## src/rtl/risc16_control_unit.sv

```systemverilog
// RiSC-16 multi-cycle control unit and program counter.
// Sequences FETCH/DECODE/EXEC/MEM/WB around the register file's one-cycle read latency.
module risc16_control_unit #(
   parameter logic [15:0] RESET_PC = 16'h0000
) (
   input  logic        clk,
   input  logic        rst,
   input  logic [15:0] instr,
   input  logic [15:0] reg_out1,
   input  logic        alu_zero,
   output logic [15:0] pc,
   output logic [2:0]  rA,
   output logic [2:0]  rB,
   output logic [2:0]  rC,
   output logic        MUX_rf,
   output logic [1:0]  MUX_tgt,
   output logic        WE_rf,
   output logic [1:0]  alu_op,
   output logic        MUX_alu,
   output logic [15:0] imm,
   output logic        WE_dmem,
   output logic        halted
);

   typedef enum logic [2:0] {
      S_FETCH,
      S_DECODE,
      S_EXEC,
      S_MEM,
      S_WB,
      S_HALT
   } state_t;

   typedef enum logic [2:0] {
      OP_ADD  = 3'b000,
      OP_ADDI = 3'b001,
      OP_NAND = 3'b010,
      OP_LUI  = 3'b011,
      OP_SW   = 3'b100,
      OP_LW   = 3'b101,
      OP_BEQ  = 3'b110,
      OP_JALR = 3'b111
   } opcode_t;

   state_t      state_q, state_d;
   logic [15:0] pc_q, pc_d;
   logic [15:0] ir_q, ir_d;
   logic [15:0] tgt_q, tgt_d;

   opcode_t     op;
   logic        is_halt;
   logic        alu_active;
   logic [15:0] pc_inc;

   always_comb begin
      op = opcode_t'(ir_q[15:13]);
      case (op)
         OP_ADDI, OP_SW, OP_LW, OP_BEQ: imm = {{9{ir_q[6]}}, ir_q[6:0]};
         OP_LUI:                        imm = {ir_q[9:0], 6'b000000};
         default:                       imm = '0;
      endcase
      is_halt = (op == OP_JALR) && (ir_q[12:10] == 3'd0) && (ir_q[9:7] == 3'd0)
                && (ir_q[6:0] != 7'd0);
   end

   // Controls are gated by state so that reset (state=FETCH, IR=0) forces them all low at once.
   always_comb begin
      rA         = ir_q[12:10];
      rB         = ir_q[9:7];
      rC         = ir_q[2:0];
      pc         = pc_q;
      alu_active = (state_q == S_EXEC) || (state_q == S_MEM) || (state_q == S_WB);
      MUX_rf     = (alu_active || (state_q == S_DECODE)) && ((op == OP_SW) || (op == OP_BEQ));
      MUX_alu    = alu_active && ((op == OP_ADDI) || (op == OP_LW) || (op == OP_SW) || (op == OP_LUI));
      alu_op     = 2'b00;
      if (alu_active) begin
         case (op)
            OP_NAND: alu_op = 2'b01;
            OP_LUI:  alu_op = 2'b10;
            OP_BEQ:  alu_op = 2'b11;
            default: alu_op = 2'b00;
         endcase
      end
      MUX_tgt = 2'b00;
      if (state_q == S_WB) begin
         case (op)
            OP_LW:   MUX_tgt = 2'b00;
            OP_JALR: MUX_tgt = 2'b10;
            default: MUX_tgt = 2'b01;
         endcase
      end
      WE_rf   = (state_q == S_WB);
      WE_dmem = (state_q == S_MEM) && (op == OP_SW);
      halted  = (state_q == S_HALT);
   end

   always_comb begin
      state_d = state_q;
      pc_d    = pc_q;
      ir_d    = ir_q;
      tgt_d   = tgt_q;
      pc_inc  = pc_q + 16'd1;
      case (state_q)
         S_FETCH: begin
            ir_d    = instr;
            state_d = S_DECODE;
         end
         S_DECODE: state_d = is_halt ? S_HALT : S_EXEC;
         S_EXEC: begin
            case (op)
               OP_BEQ: begin
                  pc_d    = alu_zero ? (pc_inc + imm) : pc_inc;
                  state_d = S_FETCH;
               end
               OP_JALR: begin
                  tgt_d   = reg_out1;
                  state_d = S_WB;
               end
               OP_SW, OP_LW: state_d = S_MEM;
               default:      state_d = S_WB;
            endcase
         end
         S_MEM: begin
            if (op == OP_SW) begin
               pc_d    = pc_inc;
               state_d = S_FETCH;
            end else begin
               state_d = S_WB;
            end
         end
         S_WB: begin
            pc_d    = (op == OP_JALR) ? tgt_q : pc_inc;
            state_d = S_FETCH;
         end
         default: state_d = state_q;
      endcase
   end

   always_ff @(posedge clk or posedge rst) begin
      if (rst) begin
         state_q <= S_FETCH;
         pc_q    <= RESET_PC;
         ir_q    <= '0;
         tgt_q   <= '0;
      end else begin
         state_q <= state_d;
         pc_q    <= pc_d;
         ir_q    <= ir_d;
         tgt_q   <= tgt_d;
      end
   end

endmodule

```

## config.mk

```make
export PLATFORM = sky130hd
export DESIGN_NAME = risc16_control_unit
export DESIGN_NICKNAME = d
export VERILOG_FILES = /design/src/rtl/risc16_control_unit.sv
export SDC_FILE = /design/constraint.sdc
export NUM_CORES = 1
export LEC_CHECK = 0
export ABC_AREA = 0
export CORE_MARGIN = 2
export CORE_UTILIZATION = 51
export CTS_CLUSTER_DIAMETER = 120
export DETAILED_ROUTE_END_ITERATION = 6
export HOLD_SLACK_MARGIN = 0.02
export PLACE_DENSITY = 0.84
export SYNTH_ARGS = -nofsm -noshare
export SYNTH_HDL_FRONTEND = slang
export SYNTH_SLANG_ARGS = --single-unit
```

## constraint.sdc

```tcl
create_clock -name clk -period 5.3 [get_ports clk]
set_clock_uncertainty 0.2 [all_clocks]
set_input_delay 1.06 -clock clk [delete_from_list [all_inputs] [get_ports clk]]
set_output_delay 1.06 -clock clk [all_outputs]
set_load 0.02 [all_outputs]
```

==> impl_metrics.tcl, run 1 <==
set metrics [dict create \
    cp.buffers_inverters 1 \
    crit_fanout 13 \
    hold_viol 0 \
    die-area_um2 8200 \
    syn_avg_cell_area_um2 9.03 \
    cts_tree "yes" \
    max-cap-violations 0 \
    grt_remaining_overflow 0 \
    antennaDiodeCount 0 \
    cp-start-kind "flip-flop" \
    min_from "tgt_q[12]" \
    drive_gt1_share_pct 11.7 \
    die_w_um 90.5 \
    timing.rr.end "pc[12]" \
    ios 85 \
    synth_area_leaders "dfrtp_1 33%, mux2_2 8.8%, ha_1 4.9%" \
    wl_per_cell_um 18.8 \
    grt_pass1_wl_mm 17.9 \
    grt_max_degree 52 \
    yosysMostFrequentCell "dfrtp_1" \
    rsz0062_at_grt "no" \
    post-cts-setup-buffers 0 \
    viasPerCell 6.22 \
    ys_types 70 \
    period_share_pct 73.6 \
    synth_common_cells "51 x dfrtp_1, 39 x nor2_1, 34 x a21oi_1" \
    hold-path-endpoint "tgt_q[12]" \
    ys_seq_elements 51 \
    tightest_slew_ns 1.07 \
    reg2reg_depth 11 \
    netlist.area_leader.share_pct 33.4 \
    fin_tns_setup_ns 0 \
    wl_mm 11.1 \
    multi_input_area_um2 2340 \
    relSlewSlack_pct 28.7 \
    yosys_warnings 0 \
    layout_min_cycle_time_ns 3.90 \
    path_clk_slew_ns 0.10 \
    num_vias 3656 \
    synth.yosys.seq_area_share_pct 33.4 \
    grt_pass1_vias 3462 \
    initial_core_util_pct 52.6 \
    die_h_um 90.5 \
    syn_nets 474 \
    yosysTopAreaCell "dfrtp_1" \
    worstSetupEndpointType "primary output" \
    h-tree-depth 2 \
    setup_violations 0 \
    ctsHoldBuffers 0 \
    ant_nets 0 \
    cts-root-buf "clkbuf_8" \
    clock_path_buffers 2 \
    antenna_found_initial 0 \
    fmax_mhz 256 \
    core_um2 7250 \
    timing.rr.start "ir_q[15]" \
    grt_usage_pct 27.1 \
    fin_nets 540 \
    dp_cells 581 \
    syn_inst 423 \
    cp_data_required_time_ns 4.04 \
    firstDrtPassIters 6 \
    criticalPathCategory "flip-flop to primary output" \
    crit_slowest_cell "clkdlybuf4s50_1" \
    drc 0 \
    cts_resized 0 \
    min_path_type "flip-flop to flip-flop" \
    place_congestion 0.958 \
    final_cells 588 \
    drt_iter0_drc 269 \
    slew_viol_final 0 \
    io_buffers 84 \
    ys.flop_type "dfrtp_1" \
    area_growth_pct 24.7 \
    post-dp-hpwl_mm 8.26 \
    cp_top_family "buffers and inverters" \
    reg2reg_slack_ns 1.68 \
    min_path_cells 1 \
    regArea_um2 1280 \
    path_cells "nor2b_1 > a21oi_1 > o21ai_0 > clkdlybuf4s50_1" \
    status "complete, no violations" \
    clock_latency_ns 0.31 \
    clock_sinks 51 \
    async_flop_share_pct 100 \
    synth_edf_count 0 \
    fill_cells 634 \
    row_count 31 \
    worstPathArrival_ns 2.64 \
    cts_buffers 5 \
    slowest_delay_ns 0.69 \
    syn_area_um2 3820 \
]
[per-layer routing]
| layer | GRT usage [%] | vias to the layer above | wire, µm |
|---|---|---|---|
| met1 | 36.2 | 1762 | 4710 |
| met4 | 10.6 | 0 | 302 |
| met2 | 44.8 | 179 | 5360 |
| li1 | - | 1690 | - |
| met5 | 0 | - | 0 |
| met3 | 3.51 | 25 | 686 |
[logic make-up (layout without fill, tap and decap cells)]
family	count (synthesis)	after routing	synth area share [%]
AO/OA/AOI/OAI	122	122	21.8
XOR/XNOR	24	24	5.70
multiplexers	32	32	9.37
AND/OR/NAND/NOR	135	135	18.9
flip-flops	51	51	33.4
buffers and inverters	43	109	5.37
adder cells (fa/ha/maj)	16	16	5.44
[cell usage in the layout, fill, tap and decap left out, types with 3 or more instances in the layout]
cell type,n
a211oi_1,4
a21o_1,7
a21oi_1,34
a221o_1,4
a221oi_1,6
a222oi_1,5
a31oi_1,3
and2_1,3
and3_1,9
buf_4,4
clkbuf_8,5
clkdlybuf4s50_1,84
dfrtp_1,51
ha_1,15
inv_1,12
mux2_2,30
nand2_1,26
nand2b_1,3
nand3_1,13
nand4_1,3
nand4b_1,3
nor2_1,39
nor2b_1,4
nor3_1,6
nor3b_1,4
o21ai_0,26
o21ai_1,3
o22ai_1,3
o31ai_1,3
or4_1,3
xnor2_1,14
xor2_1,9
[sequential cells by signal, summed over array words and instances, names as in the netlist]
register  count
ir_q         16
pc           16
state_q       3
tgt_q        16
[stage by stage]
| stage | instance area [µm²] | hold slack, ns | utilization (%) | setup WS [ns] |
|---|---|---|---|---|
| 6_report | 4760 | 0.320 | 65.7 | 1.40 |
| 5_1_grt | 4760 | 0.333 | 65.7 | 1.23 |
| 4_1_cts | 4760 | 0.324 | 65.7 | 1.46 |
| 3_5_place_dp | 4660 | 0.302 | 64.3 | 1.76 |
| 3_3_place_gp | 4660 | 0.298 | 64.3 | 1.87 |
| 2_1_floorplan | 3820 | 0.278 | - | 1.93 |
[worst max path at each step]
stage / start / endpoint / slack (ns) / depth (start not counted)
4_1_cts: ir_q[14] / imm[6] / 1.46 / 4
2_1_floorplan: ir_q[15] / pc[12] / 1.93 / 12
3_3_place_gp: state_q[0] / alu_op[1] / 1.87 / 5
5_1_grt: ir_q[14] / imm[6] / 1.23 / 4
6_report: ir_q[14] / imm[6] / 1.40 / 4
3_5_place_dp: ir_q[15] / pc[12] / 1.76 / 11
[area by class of cell]
| type | instances | area share [%] |
|---|---|---|
| Tap cell | 99 | 2.60 |
| Clock buffer | 6 | 1.52 |
| Clock inverter | 1 | 0.630 |
| Timing Repair Buffer | 88 | 18.3 |
| Inverter | 14 | 1.10 |
| Sequential cell | 51 | 26.8 |
| Multi-Input combinational cell | 329 | 49.1 |
Power of run 1 is not shown: default switching activity piles up to over one toggle a cycle in this logic, so the estimate is an artifact.
==> run 2, diff against run 1 <==
==> constraint.sdc (replaced) <==
create_clock -name clk -period 3.83 [get_ports clk]
set_clock_uncertainty 0.2 [all_clocks]
set_input_delay 0.766 -clock clk [delete_from_list [all_inputs] [get_ports clk]]
set_output_delay 0.766 -clock clk [all_outputs]
set_load 0.02 [all_outputs]
==> impl_metrics.tcl, run 2 (synthesized netlist as in run 1, its figures left out) <==
set metrics [dict create \
    cts-root-buf "clkbuf_8" \
    drive_gt1_share_pct 13.9 \
    fin_nets 548 \
    io_buffers 84 \
    grt_usage_pct 28.6 \
    slew_viol_final 0 \
    reg2reg_depth 11 \
    drc 0 \
    grt_pass1_wl_mm 18.7 \
    clock_sinks 51 \
    place_congestion 0.929 \
    cts_tree "yes" \
    wl_per_cell_um 19.7 \
    path_cells "or2_2 > and3_1 > ha_1 > fa_1 > nand3_1 > o32ai_1 > a311oi_2 > a31oi_2 > a311oi_2 > a31oi_1 > and3b_1" \
    drt_iter0_drc 253 \
    cp.buffers_inverters 0 \
    min_path_type "flip-flop to flip-flop" \
    clock_path_buffers 2 \
    row_count 31 \
    h-tree-depth 2 \
    ios 85 \
    ctsHoldBuffers 0 \
    status "complete, no violations" \
    cp_top_family "compound AO/OA/AOI/OAI gates" \
    initial_core_util_pct 52.6 \
    min_path_cells 1 \
    num_vias 3704 \
    worstPathArrival_ns 3.63 \
    tightest_slew_ns 0.876 \
    worstSetupEndpointType "flip-flop" \
    hold_viol 0 \
    die_h_um 90.5 \
    antenna_found_initial 0 \
    max-cap-violations 0 \
    cp_data_required_time_ns 3.84 \
    crit_fanout 13 \
    core_um2 7250 \
    die_w_um 90.5 \
    viasPerCell 6.20 \
    relSlewSlack_pct 41.6 \
    crit_slowest_cell "dfrtp_1" \
    post-cts-setup-buffers 0 \
    wl_mm 11.7 \
    min_from "tgt_q[0]" \
    cp-start-kind "flip-flop" \
    die-area_um2 8200 \
    ant_nets 0 \
    criticalPathCategory "flip-flop to flip-flop" \
    cts_resized 0 \
    area_growth_pct 27.0 \
    rsz0062_at_grt "no" \
    antennaDiodeCount 0 \
    grt_remaining_overflow 0 \
    clock_latency_ns 0.32 \
    post-dp-hpwl_mm 8.83 \
    period_share_pct 94.3 \
    layout_min_cycle_time_ns 3.61 \
    slowest_delay_ns 0.51 \
    cts_buffers 5 \
    grt_max_degree 27 \
    crit_cells 11 \
    final_cell_mix "84 x clkdlybuf4s50_1, 51 x dfrtp_1, 39 x nor2_1, 34 x a21oi_1, 30 x mux2_2" \
    firstDrtPassIters 5 \
    fmax_mhz 277 \
    path_clk_slew_ns 0.11 \
    mostFrequentLayoutCell "clkdlybuf4s50_1" \
    grt_pass1_vias 3561 \
    crit_path_start "ir_q[15]" \
    fin_tns_setup_ns 0 \
    timing.rr.start "ir_q[15]" \
    worst_path_most_repeated_cell "a311oi_2" \
    setup_violations 0 \
]
-- run 2: stage by stage --
step           hold WS [ns]  setup WS (ns)  std cells  area, µm²  utilization (%)
2_1_floorplan         0.278          0.459        423       3820                -
3_3_place_gp          0.297          0.410        589       4720             65.1
3_5_place_dp          0.298          0.292        589       4720             65.1
4_1_cts               0.321          0.270        597       4850             66.8
5_1_grt               0.328         0.0371        597       4850             66.8
6_report              0.321          0.218        597       4850             66.8
-- run 2: worst paths after layout --
| check | to | slack (ns) |
|---|---|---|
| worst min register to register | tgt_q[0] | 0.32 |
| worst min-delay path | tgt_q[0] | 0.32 |
| min in group asynchronous | tgt_q[0] | 0.62 |
| worst max register to register | pc[12] | 0.22 |
| max in group asynchronous | pc[12] | 2.06 |
| worst max-delay path | pc[12] | 0.22 |
-- run 2: routing by layer --
layer	track usage, %	vias up	wire, µm
met4	8.72	0	295
met5	0	-	0
li1	-	1704	-
met2	48.0	196	5700
met3	5.93	25	902
met1	37.1	1779	4840
-- run 2: area by class of cell --
class                           count  area, µm²
Clock buffer                        6       82.6
Clock inverter                      2       38.8
Fill cell                         637       2400
Inverter                           14       52.6
Multi-Input combinational cell    329       2340
Sequential cell                    51       1280
Tap cell                           99        124
Timing Repair Buffer               96        931
Power of run 2 is left out for the same reason.
==> run 3, diff against run 2 <==
--- a/config.mk
+++ b/config.mk
@@ -12,6 +12,7 @@
 export DETAILED_ROUTE_END_ITERATION = 6
 export HOLD_SLACK_MARGIN = 0.02
 export PLACE_DENSITY = 0.84
+export SKIP_LAST_GASP = 1
 export SYNTH_ARGS = -nofsm -noshare
 export SYNTH_HDL_FRONTEND = slang
 export SYNTH_SLANG_ARGS = --single-unit
==> results of run 3 <==
Same layout as run 2: the final DEF is identical, and so are final timing and power.
Power of run 3 is left out for the same reason.
